$ cat config.mk
export PLATFORM = sky130hd
export DESIGN_NAME = rename_tag_ctrl
export DESIGN_NICKNAME = d
export VERILOG_FILES = /design/src/rtl/rename_tag_ctrl.sv
export SDC_FILE = /design/constraint.sdc
export NUM_CORES = 1
export LEC_CHECK = 0
export BUFFER_PORTS_ARGS = -buffer_cell sky130_fd_sc_hd__buf_2
export CAP_MARGIN = 0
export CORE_MARGIN = 5
export CORE_UTILIZATION = 49
export CTS_BUF_LIST = sky130_fd_sc_hd__clkbuf_16
export DETAILED_ROUTE_END_ITERATION = 8
export GPL_ROUTABILITY_DRIVEN = 0
export PLACE_DENSITY = 0.87
export SLEW_MARGIN = 5
export SYNTH_ARGS = -nofsm -noshare
export SYNTH_HDL_FRONTEND = slang
export SYNTH_SLANG_ARGS = --single-unit
export TNS_END_PERCENT = 10
$ cat constraint.sdc
create_clock -name clk -period 8.7 [get_ports clk]
set_input_delay 1.74 -clock clk [delete_from_list [all_inputs] [get_ports clk]]
set_output_delay 1.74 -clock clk [all_outputs]
set_load 0.05 [all_outputs]
$ cat src/rtl/rename_tag_ctrl.sv
// Rename tag allocator: in-order circular tag pool with dual allocate, dual commit and WAW-aware RAT writes.
// Optional stall statistics counter enabled by defining RENAME_TAG_STATS_EN.
module rename_tag_ctrl #(
    parameter int NUM_TAGS  = 32,
    parameter int TAG_WIDTH = $clog2(NUM_TAGS),
    parameter int ARCH_REGS = 32
) (
    input  logic                          clk,
    input  logic                          rst,
    input  logic                          flush,
    input  logic                          in_valid_0,
    input  logic                          in_valid_1,
    input  logic                          in_has_rd_0,
    input  logic                          in_has_rd_1,
    input  logic [$clog2(ARCH_REGS)-1:0]  in_rd_0,
    input  logic [$clog2(ARCH_REGS)-1:0]  in_rd_1,
    output logic                          in_ready,
    output logic [TAG_WIDTH-1:0]          out_tag_0,
    output logic [TAG_WIDTH-1:0]          out_tag_1,
    output logic                          rat_we_0,
    output logic                          rat_we_1,
    output logic [$clog2(ARCH_REGS)-1:0]  rat_addr_0,
    output logic [$clog2(ARCH_REGS)-1:0]  rat_addr_1,
    output logic [TAG_WIDTH-1:0]          rat_tag_0,
    output logic [TAG_WIDTH-1:0]          rat_tag_1,
    input  logic                          commit_valid_0,
    input  logic                          commit_valid_1,
    output logic [TAG_WIDTH-1:0]          head_tag,
    output logic [TAG_WIDTH:0]            free_count,
    output logic                          full,
    output logic                          empty,
    output logic [31:0]                   stall_cycles
);

    localparam int RD_W = $clog2(ARCH_REGS);
    localparam int CW   = TAG_WIDTH + 1;

    logic [TAG_WIDTH-1:0] head_q, head_d;
    logic [TAG_WIDTH-1:0] tail_q, tail_d;
    logic [CW-1:0]        count_q, count_d;
    logic [CW-1:0]        sum_s;
    logic [1:0]           need_s, alloc_s, freed_s;
    logic                 fire_s, slot1_fire_s;

    // Request sizing, admission and RAT write sequencing.
    always_comb begin
        need_s       = {1'b0, in_valid_0} + {1'b0, in_valid_0 & in_valid_1};
        in_ready     = !flush &&
                       (((CW+1)'(count_q) + (CW+1)'(need_s)) <= (CW+1)'(NUM_TAGS));
        fire_s       = in_valid_0 & in_ready;
        slot1_fire_s = fire_s & in_valid_1;
        if (fire_s) begin
            alloc_s = need_s;
        end else begin
            alloc_s = 2'd0;
        end
        if (flush) begin
            freed_s = 2'd0;
        end else begin
            freed_s = {1'b0, commit_valid_0} + {1'b0, commit_valid_0 & commit_valid_1};
        end
        out_tag_0  = tail_q;
        out_tag_1  = tail_q + TAG_WIDTH'(1);
        // Younger slot owns the RAT entry when both slots write the same rd.
        rat_we_0   = fire_s & in_has_rd_0 & (in_rd_0 != RD_W'(0)) &
                     !(slot1_fire_s & in_has_rd_1 & (in_rd_1 == in_rd_0));
        rat_we_1   = slot1_fire_s & in_has_rd_1 & (in_rd_1 != RD_W'(0));
        rat_addr_0 = in_rd_0;
        rat_addr_1 = in_rd_1;
        rat_tag_0  = out_tag_0;
        rat_tag_1  = out_tag_1;
    end

    // Next-state for the circular pointers and occupancy count.
    always_comb begin
        sum_s = count_q + CW'(alloc_s);
        if (flush) begin
            head_d  = TAG_WIDTH'(0);
            tail_d  = TAG_WIDTH'(0);
            count_d = CW'(0);
        end else begin
            head_d = head_q + TAG_WIDTH'(freed_s);
            tail_d = tail_q + TAG_WIDTH'(alloc_s);
            // Over-commit is illegal; clamp rather than wrap the count.
            if (sum_s < CW'(freed_s)) begin
                count_d = CW'(0);
            end else begin
                count_d = sum_s - CW'(freed_s);
            end
        end
    end

    // Pool state registers.
    always_ff @(posedge clk) begin
        if (rst) begin
            head_q  <= TAG_WIDTH'(0);
            tail_q  <= TAG_WIDTH'(0);
            count_q <= CW'(0);
        end else begin
            head_q  <= head_d;
            tail_q  <= tail_d;
            count_q <= count_d;
        end
    end

    assign head_tag   = head_q;
    assign free_count = CW'(NUM_TAGS) - count_q;
    assign full       = (count_q == CW'(NUM_TAGS));
    assign empty      = (count_q == CW'(0));

`ifdef RENAME_TAG_STATS_EN
    logic [31:0] stall_q, stall_d;

    // Saturating count of cycles where decode was held off for lack of tags.
    always_comb begin
        if (in_valid_0 && !in_ready && !flush && (stall_q != 32'hFFFF_FFFF)) begin
            stall_d = stall_q + 32'd1;
        end else begin
            stall_d = stall_q;
        end
    end

    // Stall counter register; only rst clears it.
    always_ff @(posedge clk) begin
        if (rst) begin
            stall_q <= 32'd0;
        end else begin
            stall_q <= stall_d;
        end
    end

    assign stall_cycles = stall_q;
`else
    assign stall_cycles = 32'd0;
`endif

    rename_tag_ctrl_chk #(.CW(CW)) u_chk (
        .clk     (clk),
        .rst     (rst),
        .flush   (flush),
        .freed_i (freed_s),
        .count_i (count_q)
    );

endmodule

// Protocol checker: commits must never exceed the outstanding tag count.
module rename_tag_ctrl_chk #(
    parameter int CW = 6
) (
    input logic          clk,
    input logic          rst,
    input logic          flush,
    input logic [1:0]    freed_i,
    input logic [CW-1:0] count_i
);

    a_no_overcommit: assert property (@(posedge clk) disable iff (rst || flush)
        (CW'(freed_i) <= count_i));

endmodule

After elaboration in Yosys (flattened, before gate mapping)
Cells that the tools add are included.

Bits of input ports: 19. Logic and storage cells: 36. Bits in registers: 16. Output and inout port bits: 78.

Multiplexer cells: 2. Reductions and logical operators: 8. Add/subtract/negate cells: 9. Equality and inequality tests: 2. Bitwise gates (word level): 10. Order comparisons: 2.

Operators with widths (count): adder 5 x 2 -> 5 bit (2); bitwise AND 1 bit (10); nonzero test 5 bit (2); adder 6 x 2 -> 7 bit (1); less-or-equal comparator 7 x 6 -> 1 bit (second input constant) (1); adder 6 x 2 -> 6 bit (1); equality test 6 bit (second input constant) (1); zero test 6 bit (1); less-than comparator 6 x 2 -> 1 bit (1); subtractor 6 x 2 -> 6 bit (1); subtractor 6 bit (first input constant) (1); adder 5 x 1 -> 5 bit (second input constant) (1); equality test 5 bit (1); adder 1 x 1 -> 2 bit (2); two-way mux 2 bit (2); OR reduction 3 bit (1); zero test 1 bit (2); OR reduction 2 bit (1); logical AND 1 bit (1).

Logic depth before layout (Yosys ltp)
Gate-level depths: netlist of run 1.

Depth in word-level cells: 11. Gate-level depth with buffers: 17. Gate-level depth less buffers: 16.

Least setup slack after synthesis of run 1
Ideal clock, no wire load.

Kind: input -> output. From: in in_valid_0. To: out rat_we_0. Slack: 2141 ps. Buffers on the path: 0. Data required time: 6960 ps. Arrival time: 4819 ps. Cell stages on the path: 7. Path through: nor2b_1 -> ha_1 -> fa_1 -> or4_4 -> nor2_1 -> a221oi_2 -> nor4_1.

Cells in the longest elaborated chain, start to end: 11. Elaborated cells between the ends (all ways): 13. Classes of those cells: add/sub (2); order compare (1); bitwise (8); reduce/logical (2).

Ends and longest elaborated chain: start: declaration (line 11) `input logic in_valid_0,`; bitwise AND 1 bit (line 47) `need_s = {1'b0, in_valid_0} + {1'b0, in_valid_0 & in_valid_1};`; adder 1 x 1 -> 2 bit (line 47); adder 6 x 2 -> 7 bit (line 49) `(((CW+1)'(count_q) + (CW+1)'(need_s)) <= (CW+1)'(NUM_TAGS));`; less-or-equal comparator 7 x 6 -> 1 bit (line 49); logical AND 1 bit (line 48) `in_ready = !flush &&`; bitwise AND 1 bit * (line 50) `fire_s = in_valid_0 & in_ready;`; bitwise AND 1 bit (line 51) `slot1_fire_s = fire_s & in_valid_1;`; bitwise AND 1 bit (2 in a row) (line 66) `!(slot1_fire_s & in_has_rd_1 & (in_rd_1 == in_rd_0));`; zero test 1 bit (line 66); bitwise AND 1 bit * (line 65) `rat_we_0 = fire_s & in_has_rd_0 & (in_rd_0 != RD_W'(0)) &`; end: declaration (line 20) `output logic rat_we_0,`.

Every way passes the cells marked *; elsewhere a longest branch is shown, timed or not.

Final worst setup path of run 1
From: in in_valid_0. To: out rat_we_1.

Cells in the longest elaborated chain, start to end: 9.

Ends and longest elaborated chain: bitwise AND 1 bit (line 47); adder 1 x 1 -> 2 bit (line 47); adder 6 x 2 -> 7 bit (line 49); less-or-equal comparator 7 x 6 -> 1 bit (line 49); logical AND 1 bit (line 48); bitwise AND 1 bit * (line 50); bitwise AND 1 bit * (line 51); bitwise AND 1 bit * (2 in a row) (line 67) `rat_we_1 = slot1_fire_s & in_has_rd_1 & (in_rd_1 != RD_W'(0));`; end: declaration (line 21) `output logic rat_we_1,`.

Marked as above.

==> results of run 1 <==
-- final timing paths --
path                                     to  cells past startpoint
worst max-delay path               rat_we_1                      9
worst min-delay path            head_tag[4]                      2
worst max register to register   count_q[5]                     15
worst min register to register  head_tag[4]                      2
-- registers in the layout, indices dropped and copies added, names as in the netlist --
signal,cells
out_tag_0,5
count_q,6
head_tag,5
-- power by group --
group          leakage, nW  switching [mW]  internal (mW)
sequential           0.129         0.00427         0.0756
combinational        0.773          0.0998         0.0303
clock               0.0385          0.0298         0.0610
-- layout by cell type (no fill, tap or decap), types with 6 or more instances in the layout --
| cell type | count |
|---|---|
| sky130_fd_sc_hd__xor2_1 | 6 |
| sky130_fd_sc_hd__conb_1 | 32 |
| sky130_fd_sc_hd__buf_2 | 64 |
| sky130_fd_sc_hd__dfxtp_1 | 16 |
| sky130_fd_sc_hd__xnor2_1 | 15 |
| sky130_fd_sc_hd__nor3_1 | 6 |
| sky130_fd_sc_hd__inv_1 | 16 |
| sky130_fd_sc_hd__ha_1 | 12 |
| sky130_fd_sc_hd__nor2_1 | 15 |
-- synthesized netlist by cell type (2+ instances only) --
cell type / n
sky130_fd_sc_hd__buf_4: 54
sky130_fd_sc_hd__nor3_1: 6
sky130_fd_sc_hd__nand3_1: 4
sky130_fd_sc_hd__a2111oi_2: 2
sky130_fd_sc_hd__inv_1: 16
sky130_fd_sc_hd__a21oi_1: 5
sky130_fd_sc_hd__nor2_1: 15
sky130_fd_sc_hd__nor3b_1: 2
sky130_fd_sc_hd__or4_1: 2
sky130_fd_sc_hd__xor2_1: 6
sky130_fd_sc_hd__o21ai_0: 2
sky130_fd_sc_hd__nand3b_1: 3
sky130_fd_sc_hd__dfxtp_1: 16
sky130_fd_sc_hd__and3_1: 2
sky130_fd_sc_hd__or3_1: 2
sky130_fd_sc_hd__nor2b_1: 5
sky130_fd_sc_hd__xnor2_1: 15
sky130_fd_sc_hd__fa_1: 5
sky130_fd_sc_hd__clkbuf_1: 4
sky130_fd_sc_hd__nand2_1: 5
sky130_fd_sc_hd__nor4_1: 2
sky130_fd_sc_hd__a211oi_1: 4
sky130_fd_sc_hd__ha_1: 12
-- layer usage --
metal | wire length, um | vias to the layer above | GRT usage (%)
met1 | 1470 | 643 | 16.1
met4 | 59 | 0 | 6.60
li1 | - | 695 | -
met5 | 0 | - | 0
met3 | 373 | 4 | 4.75
met2 | 1900 | 62 | 27.8
-- worst reg2reg max path: cells and delay by family (launching register included) --
family / cells / cell delay [ps]
DFF: 1 / 440
AOI/OAI and AO/OA: 4 / 730
adders and majority gates: 5 / 1790
buffers and inverters: 2 / 120
and+or+nand+nor: 4 / 1250
-- cell families after synthesis --
group	after synthesis
AOI/OAI and AO/OA	24
buffers and inverters	76
other	1
adders and majority gates	17
DFF	16
and+or+nand+nor	54
xor gates and xnor gates	22
-- final cells by class --
cell class | count | share of cell area, %
multi-input combinational | 149 | 56.3
tap | 48 | 3.13
sequential | 16 | 16.7
clock inverter | 1 | 0.195
inverter | 16 | 3.13
timing repair buffer | 64 | 16.7
clock buffer | 3 | 3.91
==> results.cfg, run 1 <==
[status]
run_status = finished clean

[yosys]
synth_simple_gate_area_share_pct = 17.1
synthesis.area_mm2 = 0.00178
synth-seq-cells = 16
netlist.area_leader.share_pct = 22.7
synth_area_leader_cell = sky130_fd_sc_hd__buf_4
post_synth_mux_area_share_pct = 0
synth.yosys.warnings = 0
synth-compound-area-share_pct = 11.6
netlist_top_cells_area = sky130_fd_sc_hd__buf_4, sky130_fd_sc_hd__dfxtp_1, sky130_fd_sc_hd__ha_1
combinational_family_with_the_most_area_after_synthesis = buffers and inverters
synth_edf_count = 0
yosys.area_share.xor_xnor_pct = 11.2
yosys.area_share.adder_pct = 14.0
dominantRegCellSynth = sky130_fd_sc_hd__dfxtp_1
synthArstFlopShare_pct = 0
post_synth_num_cell_types = 44
synth_sequential_area_ratio_pct = 18.0
syn_avg_cell_area_um2 = 8.49
netlist_instances = 210

[pwr]
power_uw = 301
cellLeakagePower_nw = 0.941
ir_drop_mv = 0.0965
power-per-cell-area_mw_per_mm2 = 156

[clock_network]
ctsHoldBuffers = 0
cts_num_sinks = 16
worst_skew_pair.late_latency_ps = 250
cts-buffers-inserted = 3
tritoncts = done
cts.htree.levels = 1
root_buffer = sky130_fd_sc_hd__clkbuf_16
clkSlewWorstSetupHoldPaths_ps = 50
cts_resized = 0
post_cts_setup_bufs = 0
cts_buffer_depth = 2

[routing]
number_of_vias_per_cell = 4.73
drt-initial-drc-count = 91
num_vias = 1404
dr.pass1.iters = 4
drc = 0
drt.antenna.violating_nets = 0
wire_per_inst_um = 12.8
finalWirelength_um = 3800

[floorplanning]
fp.coreArea_mm2 = 0.00361
die_x_um = 70.3
die_height_um = 70.3
start_util_pct = 49.4
std_cell_rows = 22
fp.dieArea_mm2 = 0.00494
boundaryPins = 97

[sta]
layout_min_cycle_time_ps = 5830
timing_hold_violations_final = 0
fin_ws_ps = 2870
report.final.setup_viol = 0
rsz0062_at_grt = no
totalNegativeSetupSlack_ps = 0
slew-limit-headroom_pct = 61.8
fin_worst_hold_slack_ps = 520
final_period_utilization_pct = 67.0
timing_max_transition_violations_final = 0
fmax_mhz = 172
worstMarginPinSlew_ps = 573
clock-skew-final_ps = 5.88

[worst_setup_path]
slack_of_the_worst_reg_to_reg_path_ps = 4250
cp-end-kind = output pin
startpoint = in_valid_0
critical_path_arrival_ps = 4090
critPathSlowestCell = sky130_fd_sc_hd__or4_4
cp_num_buf_inv = 2
worst_path_most_repeated_cell = sky130_fd_sc_hd__buf_2
crit_path_max_fanout = 6
cpPeakStageDelay_ps = 500
cp_data_required_time_ps = 6960
worstSetupPathType = in -> out
crit_chain = buf_2 > nor2b_1 > ha_1 > fa_1 > or4_4 > o22ai_2 > a221oi_2 > nor4_1 > buf_2
setup.worst_path.start_class = primary input
timing.rr.start = count_q[0]
crit_family = simple AND/OR/NAND/NOR gates

[flow_run]
drv.max_cap_violation_count = 0

[place]
placedCellCount = 293
hpwlAfterDp_um = 3170
dpl_cell_area_mm2 = 0.00184
dpl_ws_ps = 2690
buffer_ports.inserted = 64

[cells_and_area]
finish.cell_count_without_fillers = 297
fin_nets = 286
final_core_utilization_pct = 53.3
final_layout_size_suffix_gt1_share_pct = 30.9
layout-area-overhead-vs-synth_pct = 7.79
multiInputGateArea_mm2 = 0.00108
seqCellArea_um2 = 320
fill_cells = 353
n_antenna_cell = 0
final_design_area_no_fill_mm2 = 0.00192

[grt]
first_global_vias = 1334
first_pass_grt_wire_length_um = 6110
grt_use_total_pct = 15.3
maximum_number_of_pins_on_one_net_before_global_route_repair = 17
grt_remaining_overflow = 0
grt_antenna_before_repair = 0

[min_path]
min_path_type = reg -> reg
worst_hold_startpoint = head_tag[4]
Note: power is estimated with default switching activity, not from simulation.
==> inputs of run 2 (changes only) <==
--- a/config.mk
+++ b/config.mk
@@ -5,14 +5,15 @@
 export SDC_FILE = /design/constraint.sdc
 export NUM_CORES = 1
 export LEC_CHECK = 0
+export ABC_AREA = 1
 export BUFFER_PORTS_ARGS = -buffer_cell sky130_fd_sc_hd__buf_2
 export CAP_MARGIN = 0
 export CORE_MARGIN = 5
-export CORE_UTILIZATION = 49
+export CORE_UTILIZATION = 45
 export CTS_BUF_LIST = sky130_fd_sc_hd__clkbuf_16
 export DETAILED_ROUTE_END_ITERATION = 8
 export GPL_ROUTABILITY_DRIVEN = 0
-export PLACE_DENSITY = 0.87
+export PLACE_DENSITY = 0.81
 export SLEW_MARGIN = 5
 export SYNTH_ARGS = -nofsm -noshare
 export SYNTH_HDL_FRONTEND = slang
==> constraint.sdc (replaced) <==
create_clock -name clk -period 6.1 [get_ports clk]
set_input_delay 1.22 -clock clk [delete_from_list [all_inputs] [get_ports clk]]
set_output_delay 1.22 -clock clk [all_outputs]
set_load 0.05 [all_outputs]
==> run 2 against run 1 <==
  * Die area rose by 6.4%
  * Count of clock-buffer cells in the layout did not move
  * Clock power rose by 40%
  * Worst hold slack got worse by 28 ps
  * Via count rose by 5.6%
  * Global-route usage fell by 1.3 points
  * Clock skew fell by 4.7 ps
  * Worst setup slack got worse by 1300 ps
  * Critical path type is now in -> reg
  * Largest cell class unchanged
  * Highest routed layer unchanged
==> results.cfg, run 2 <==
[min_path]
min_path_type = reg -> reg

[cells_and_area]
finish.cell_count_without_fillers = 336
final_layout_size_suffix_gt1_share_pct = 27.1
flip_flop_count_of_the_largest_register_after_layout = 6
final_cell_mix = sky130_fd_sc_hd__buf_2, sky130_fd_sc_hd__inv_1, sky130_fd_sc_hd__conb_1
layout-area-overhead-vs-synth_pct = 9.45
final_common_cell = sky130_fd_sc_hd__buf_2
max_flop_register = count_q
n_antenna_cell = 0
fill_cells = 362
fin_nets = 325

[grt]
grt_most_used_layer = met2
groute.layer.met1.usage_pct = 17.7
first_global_vias = 1358
first_pass_grt_wire_length_um = 6000
grt_remaining_overflow = 0
groute.layer.met3.usage_pct = 1.66
gr-usage-met2_pct = 23.8
maximum_number_of_pins_on_one_net_before_global_route_repair = 14
grt_antenna_before_repair = 0
grt_use_total_pct = 14.0

[yosys]
netlist.area_leader.share_pct = 22.6
netlist_instances = 243
synth-seq-cells = 16
synth.most_common_cell = sky130_fd_sc_hd__buf_4
synth.yosys.warnings = 0
synthesis.area_mm2 = 0.00176
synth_sequential_area_ratio_pct = 18.2
syn_avg_cell_area_um2 = 7.24
netlist_top_cells_area = sky130_fd_sc_hd__buf_4, sky130_fd_sc_hd__dfxtp_1, sky130_fd_sc_hd__ha_1
synth_common_cells = sky130_fd_sc_hd__buf_4, sky130_fd_sc_hd__inv_1, sky130_fd_sc_hd__nand2_1
dominantRegCellSynth = sky130_fd_sc_hd__dfxtp_1
post_synth_num_cell_types = 25
synth_area_leader_cell = sky130_fd_sc_hd__buf_4
synthArstFlopShare_pct = 0
synth_edf_count = 0

[sta]
layout_min_cycle_time_ps = 4500
worstMarginPinSlew_ps = 511
fin_ws_ps = 1600
report.final.setup_viol = 0
clock-skew-final_ps = 1.19
rsz0062_at_grt = no
fmax_mhz = 222
final_period_utilization_pct = 73.8
slew-limit-headroom_pct = 65.9
totalNegativeSetupSlack_ps = 0
timing_max_transition_violations_final = 0
timing_hold_violations_final = 0

[worst_setup_path]
cp_data_required_time_ps = 6220
cp_num_buf_inv = 5
cpPeakStageDelay_ps = 530
crit_path_max_fanout = 4
worstSetupPathType = in -> reg
crit_chain = buf_2 > inv_1 > nor2_1 > ha_1 > fa_1 > nor2_1 > nand3_1 > nor2_1 > nand2_1 > nand2_2 > nand2_2 > nor3_1 > ha_1 > inv_1 > fa_1 > inv_1 > ha_1 > inv_1 > nor2_1 > nor3_2 > nand3_1 > nand2_1 > a21oi_1
cp-end-kind = register
critPathSlowestCell = sky130_fd_sc_hd__fa_1
crit_family = adder cells
critical_path_arrival_ps = 4630
setup.worst_path.start_class = primary input

[routing]
number_of_vias_per_cell = 4.41
wire_per_inst_um = 10.8
num_vias = 1483
dr.pass1.iters = 4
drc = 0
drt-initial-drc-count = 162
finalWirelength_um = 3610
drt.antenna.violating_nets = 0

[clock_network]
cts-buffers-inserted = 3
ctsHoldBuffers = 0
cts_buffer_depth = 2
clkSlewWorstSetupHoldPaths_ps = 50
cts.htree.levels = 1
root_buffer = sky130_fd_sc_hd__clkbuf_16
cts_resized = 0
cts_num_sinks = 16
post_cts_setup_bufs = 0
worst_skew_pair.late_latency_ps = 240
tritoncts = done

[place]
dpl_ws_ps = 1350
placedCellCount = 332
hpwlAfterDp_um = 3090
buffer_ports.inserted = 64

[floorplanning]
fp.coreArea_mm2 = 0.00372
die_x_um = 72.5
start_util_pct = 47.4
std_cell_rows = 22
fp.dieArea_mm2 = 0.00526
boundaryPins = 97
die_height_um = 72.5

[pwr]
power-per-cell-area_mw_per_mm2 = 217
power_uw = 417
cellLeakagePower_nw = 1.05
ir_drop_mv = 0.146

[flow_run]
drv.max_cap_violation_count = 0

[status]
run_status = finished clean
-- run 2: changes by cell type in the layout (fill, tap and decap cells not counted), sizes merged, moves of 5 or more --
cell,previous run,this run
nand3,4,16
nor2,15,29
nor2b,5,0
inv,16,34
xor2,6,12
xnor2,16,7
nand2,5,31
-- run 2: layer usage --
| layer | part of all wire [%] | wire, um | vias to the layer above |
|---|---|---|---|
| met5 | 0 | 0 | - |
| met4 | 1.6 | 58 | 0 |
| met3 | 9.2 | 332 | 4 |
| met2 | 48 | 1720 | 67 |
| met1 | 42 | 1500 | 649 |
| li1 | - | - | 763 |
-- run 2: power by group --
group | internal, mW | total [mW] | switching (mW) | leakage (nW)
Combinational | 0.0367 | 0.177 | 0.140 | 0.882
Sequential | 0.108 | 0.113 | 0.00545 | 0.129
Clock | 0.0869 | 0.127 | 0.0400 | 0.0385
-- run 2: final cells by class --
class | instances | area, um2 | share of cell area (%)
Clock inverter | 1 | 3.75 | 0.195
Tap cell | 48 | 60.1 | 3.12
Inverter | 34 | 128 | 6.62
Sequential cell | 16 | 320 | 16.6
Timing Repair Buffer | 64 | 320 | 16.6
Clock buffer | 3 | 75.1 | 3.90
Multi-Input combinational cell | 170 | 1020 | 52.9
-- run 2: per-stage QoR --
stage	util [%]	cell area [um2]	hold WS, ps
2_1_floorplan	-	1880	686
3_3_place_gp	49.7	1850	467
3_5_place_dp	49.7	1850	467
4_1_cts	51.9	1930	484
5_1_grt	51.9	1930	521
6_report	51.9	1930	491
-- run 2: cell families (layout without fill, tap and decap cells) --
group,count (synthesis),after routing,synth area share [%]
other,1,32,0.213
buffers and inverters,88,102,30.5
AND/OR/NAND/NOR,86,86,22.1
AO/OA/AOI/OAI,16,16,4.90
flip-flops,16,16,18.2
XOR/XNOR,19,19,9.88
adder cells (fa/ha/maj),17,17,14.2
-- run 2: path summary, 6_finish.rpt --
| kind | from | endpoint | slack (ps) | cells after the start |
|---|---|---|---|---|
| setup / recovery | in_valid_0 | count_q[5] | 1600 | 23 |
| hold / removal | head_tag[3] | head_tag[3] | 490 | 1 |
| hold reg to reg | head_tag[3] | head_tag[3] | 490 | 1 |
| setup reg to reg | count_q[0] | count_q[5] | 2340 | 20 |
==> inputs of run 3 (changes only) <==
--- a/config.mk
+++ b/config.mk
@@ -5,15 +5,15 @@
 export SDC_FILE = /design/constraint.sdc
 export NUM_CORES = 1
 export LEC_CHECK = 0
-export ABC_AREA = 1
+export ABC_AREA = 0
 export BUFFER_PORTS_ARGS = -buffer_cell sky130_fd_sc_hd__buf_2
 export CAP_MARGIN = 0
 export CORE_MARGIN = 5
-export CORE_UTILIZATION = 45
+export CORE_UTILIZATION = 41
 export CTS_BUF_LIST = sky130_fd_sc_hd__clkbuf_16
 export DETAILED_ROUTE_END_ITERATION = 8
 export GPL_ROUTABILITY_DRIVEN = 0
-export PLACE_DENSITY = 0.81
+export PLACE_DENSITY = 0.77
 export SLEW_MARGIN = 5
 export SYNTH_ARGS = -nofsm -noshare
 export SYNTH_HDL_FRONTEND = slang
==> constraint.sdc (replaced) <==
create_clock -name clk -period 3.9 [get_ports clk]
set_input_delay 0.78 -clock clk [delete_from_list [all_inputs] [get_ports clk]]
set_output_delay 0.78 -clock clk [all_outputs]
set_load 0.05 [all_outputs]
==> run 3 against run 2 <==
  * The run now ends with negative setup slack left
  * Sequential power is 56% higher
  * Non-clock buffer count is 34 higher
  * Register-to-register slack worse by 2400 ps
  * Global-route usage is 0.67 points higher
  * Routed wire length is 23% higher
  * Worst setup slack worse by 2000 ps
  * Largest cell class unchanged
==> results.cfg, run 3 (synthesis results as in run 1) <==
[floorplanning]
boundaryPins = 97
fp.coreArea_mm2 = 0.00429
std_cell_rows = 24
die_height_um = 75.9
start_util_pct = 41.5
die_x_um = 75.9
fp.dieArea_mm2 = 0.00577

[pwr]
share_clk_of_total_power_pct = 27.3
p_seq_share_pct = 24.2
cellLeakagePower_nw = 1.13
power_uw = 727
power.net_switching_uw = 317
p_sw_share_pct = 43.6
power-per-cell-area_mw_per_mm2 = 311
combinationalPowerShare_pct = 48.5
internal_power_uw = 410
ir_drop_mv = 0.140

[worst_setup_path]
timing.critical_path.to = count_q[5]
setup.worst_path.start_class = primary input
regToRegEndpoint = count_q[5]
cp_data_required_time_ps = 4050
startpoint = in_valid_0
crit_chain = buf_6 > nor2b_4 > ha_4 > fa_1 > or4_4 > o22ai_4 > a221oi_4 > nor3b_2 > ha_2 > inv_2 > fa_1 > inv_2 > ha_4 > nor2b_4 > nor3_4 > buf_4 > o2111a_1 > a2111oi_4
slack_of_the_worst_reg_to_reg_path_ps = -50
critical_path_arrival_ps = 4490
worstSetupPathType = in -> reg
cp-end-kind = register
worst_r2r_path_depth = 16
critPathSlowestCell = sky130_fd_sc_hd__fa_1
timing.rr.start = count_q[0]
cpPeakStageDelay_ps = 550
crit_path_max_fanout = 3

[routing]
num_vias = 1576
dr.pass1.iters = 4
number_of_vias_per_cell = 4.72
finalWirelength_um = 4440
drc = 0
drt-initial-drc-count = 62
wire_per_inst_um = 13.3
drt.antenna.violating_nets = 0

[cells_and_area]
finish.cell_count_without_fillers = 334
layout-area-overhead-vs-synth_pct = 31.1
final_design_area_no_fill_mm2 = 0.00234
final_common_cell = sky130_fd_sc_hd__buf_2
n_antenna_cell = 0
max_flop_register = count_q
final_cell_mix = sky130_fd_sc_hd__buf_2, sky130_fd_sc_hd__buf_4, sky130_fd_sc_hd__conb_1
flip_flop_count_of_the_largest_register_after_layout = 6
fin_nets = 320
fill_cells = 386
final_core_utilization_pct = 54.4
final_layout_size_suffix_gt1_share_pct = 46.5

[grt]
first_pass_grt_wire_length_um = 7140
grt_antenna_before_repair = 0
first_global_vias = 1611
grt_remaining_overflow = 0
maximum_number_of_pins_on_one_net_before_global_route_repair = 17
grt_use_total_pct = 14.7

[sta]
slew-limit-headroom_pct = 56.2
clock-skew-final_ps = 2.48
totalNegativeSetupSlack_ps = -2140
timing_max_transition_violations_final = 0
fmax_mhz = 230
rsz0062_at_grt = yes
fin_worst_hold_slack_ps = 518
report.final.setup_viol = 6
fin_ws_ps = -443
worstMarginPinSlew_ps = 652
layout_min_cycle_time_ps = 4340
final_period_utilization_pct = 111
timing_hold_violations_final = 0

[min_path]
hold-path-cell-count = 2
worst_hold_startpoint = head_tag[4]
min_path_type = reg -> reg

[status]
violations_in_the_final_reports = negative setup slack
run_status = finished, violations left

[clock_network]
worst_skew_pair.late_latency_ps = 250
clkSlewWorstSetupHoldPaths_ps = 50
tritoncts = done
cts_num_sinks = 16
cts_buffer_depth = 2
cts-buffers-inserted = 3
ctsHoldBuffers = 0
root_buffer = sky130_fd_sc_hd__clkbuf_16
cts.htree.levels = 1

[place]
placedCellCount = 325
hpwlAfterDp_um = 3580
dpl_cell_area_mm2 = 0.00213
dpl_ws_ps = -694
buffer_ports.inserted = 64

[flow_run]
drv.max_cap_violation_count = 0
run 3: repair_timing:
action,CTS,global route
pin swaps,13,9
buffers inserted,4,2
gates resized for setup,11,7
setup endpoints to repair,7,8
run 3: cell type report:
type / instances / area [um2] / area share [%]
Clock buffer: 3 / 75.1 / 3.21
Inverter: 16 / 60.1 / 2.57
Multi-Input combinational cell: 149 / 1220 / 52.4
Sequential cell: 16 / 320 / 13.7
Tap cell: 52 / 65.1 / 2.78
Timing Repair Buffer: 98 / 593 / 25.4
run 3: how the worst min path moves through the flow:
stage                   endpoint
detailed placement   head_tag[4]
global placement     head_tag[4]
global route         head_tag[4]
floorplan           out_tag_0[4]
CTS                  head_tag[4]
finish               head_tag[4]
run 3: critical path: cells and delay by family:
kind                       cells  cell delay (ps)
adders and majority gates      5             1660
AOI/OAI and AO/OA              4              710
and+or+nand+nor                5             1000
buffers and inverters          4              330
run 3: layer usage:
layer	vias up	part of all wire, %	wire [um]	track usage, %
met5	-	0	0	0
met4	0	2.9	131	8.72
met3	12	8.8	392	3.44
met2	70	53	2360	27.3
met1	733	35	1560	14.6
li1	761	-	-	-
run 3: power by group through the flow:
stage | sequential (mW) | combinational (mW) | clock (mW)
global route | 0.177 | 0.373 | 0.210
detailed placement | 0.179 | 0.327 | 0
CTS | 0.176 | 0.343 | 0.202
finish | 0.176 | 0.353 | 0.199
global placement | 0.179 | 0.321 | 0
floorplan | 0.180 | 0.287 | 0
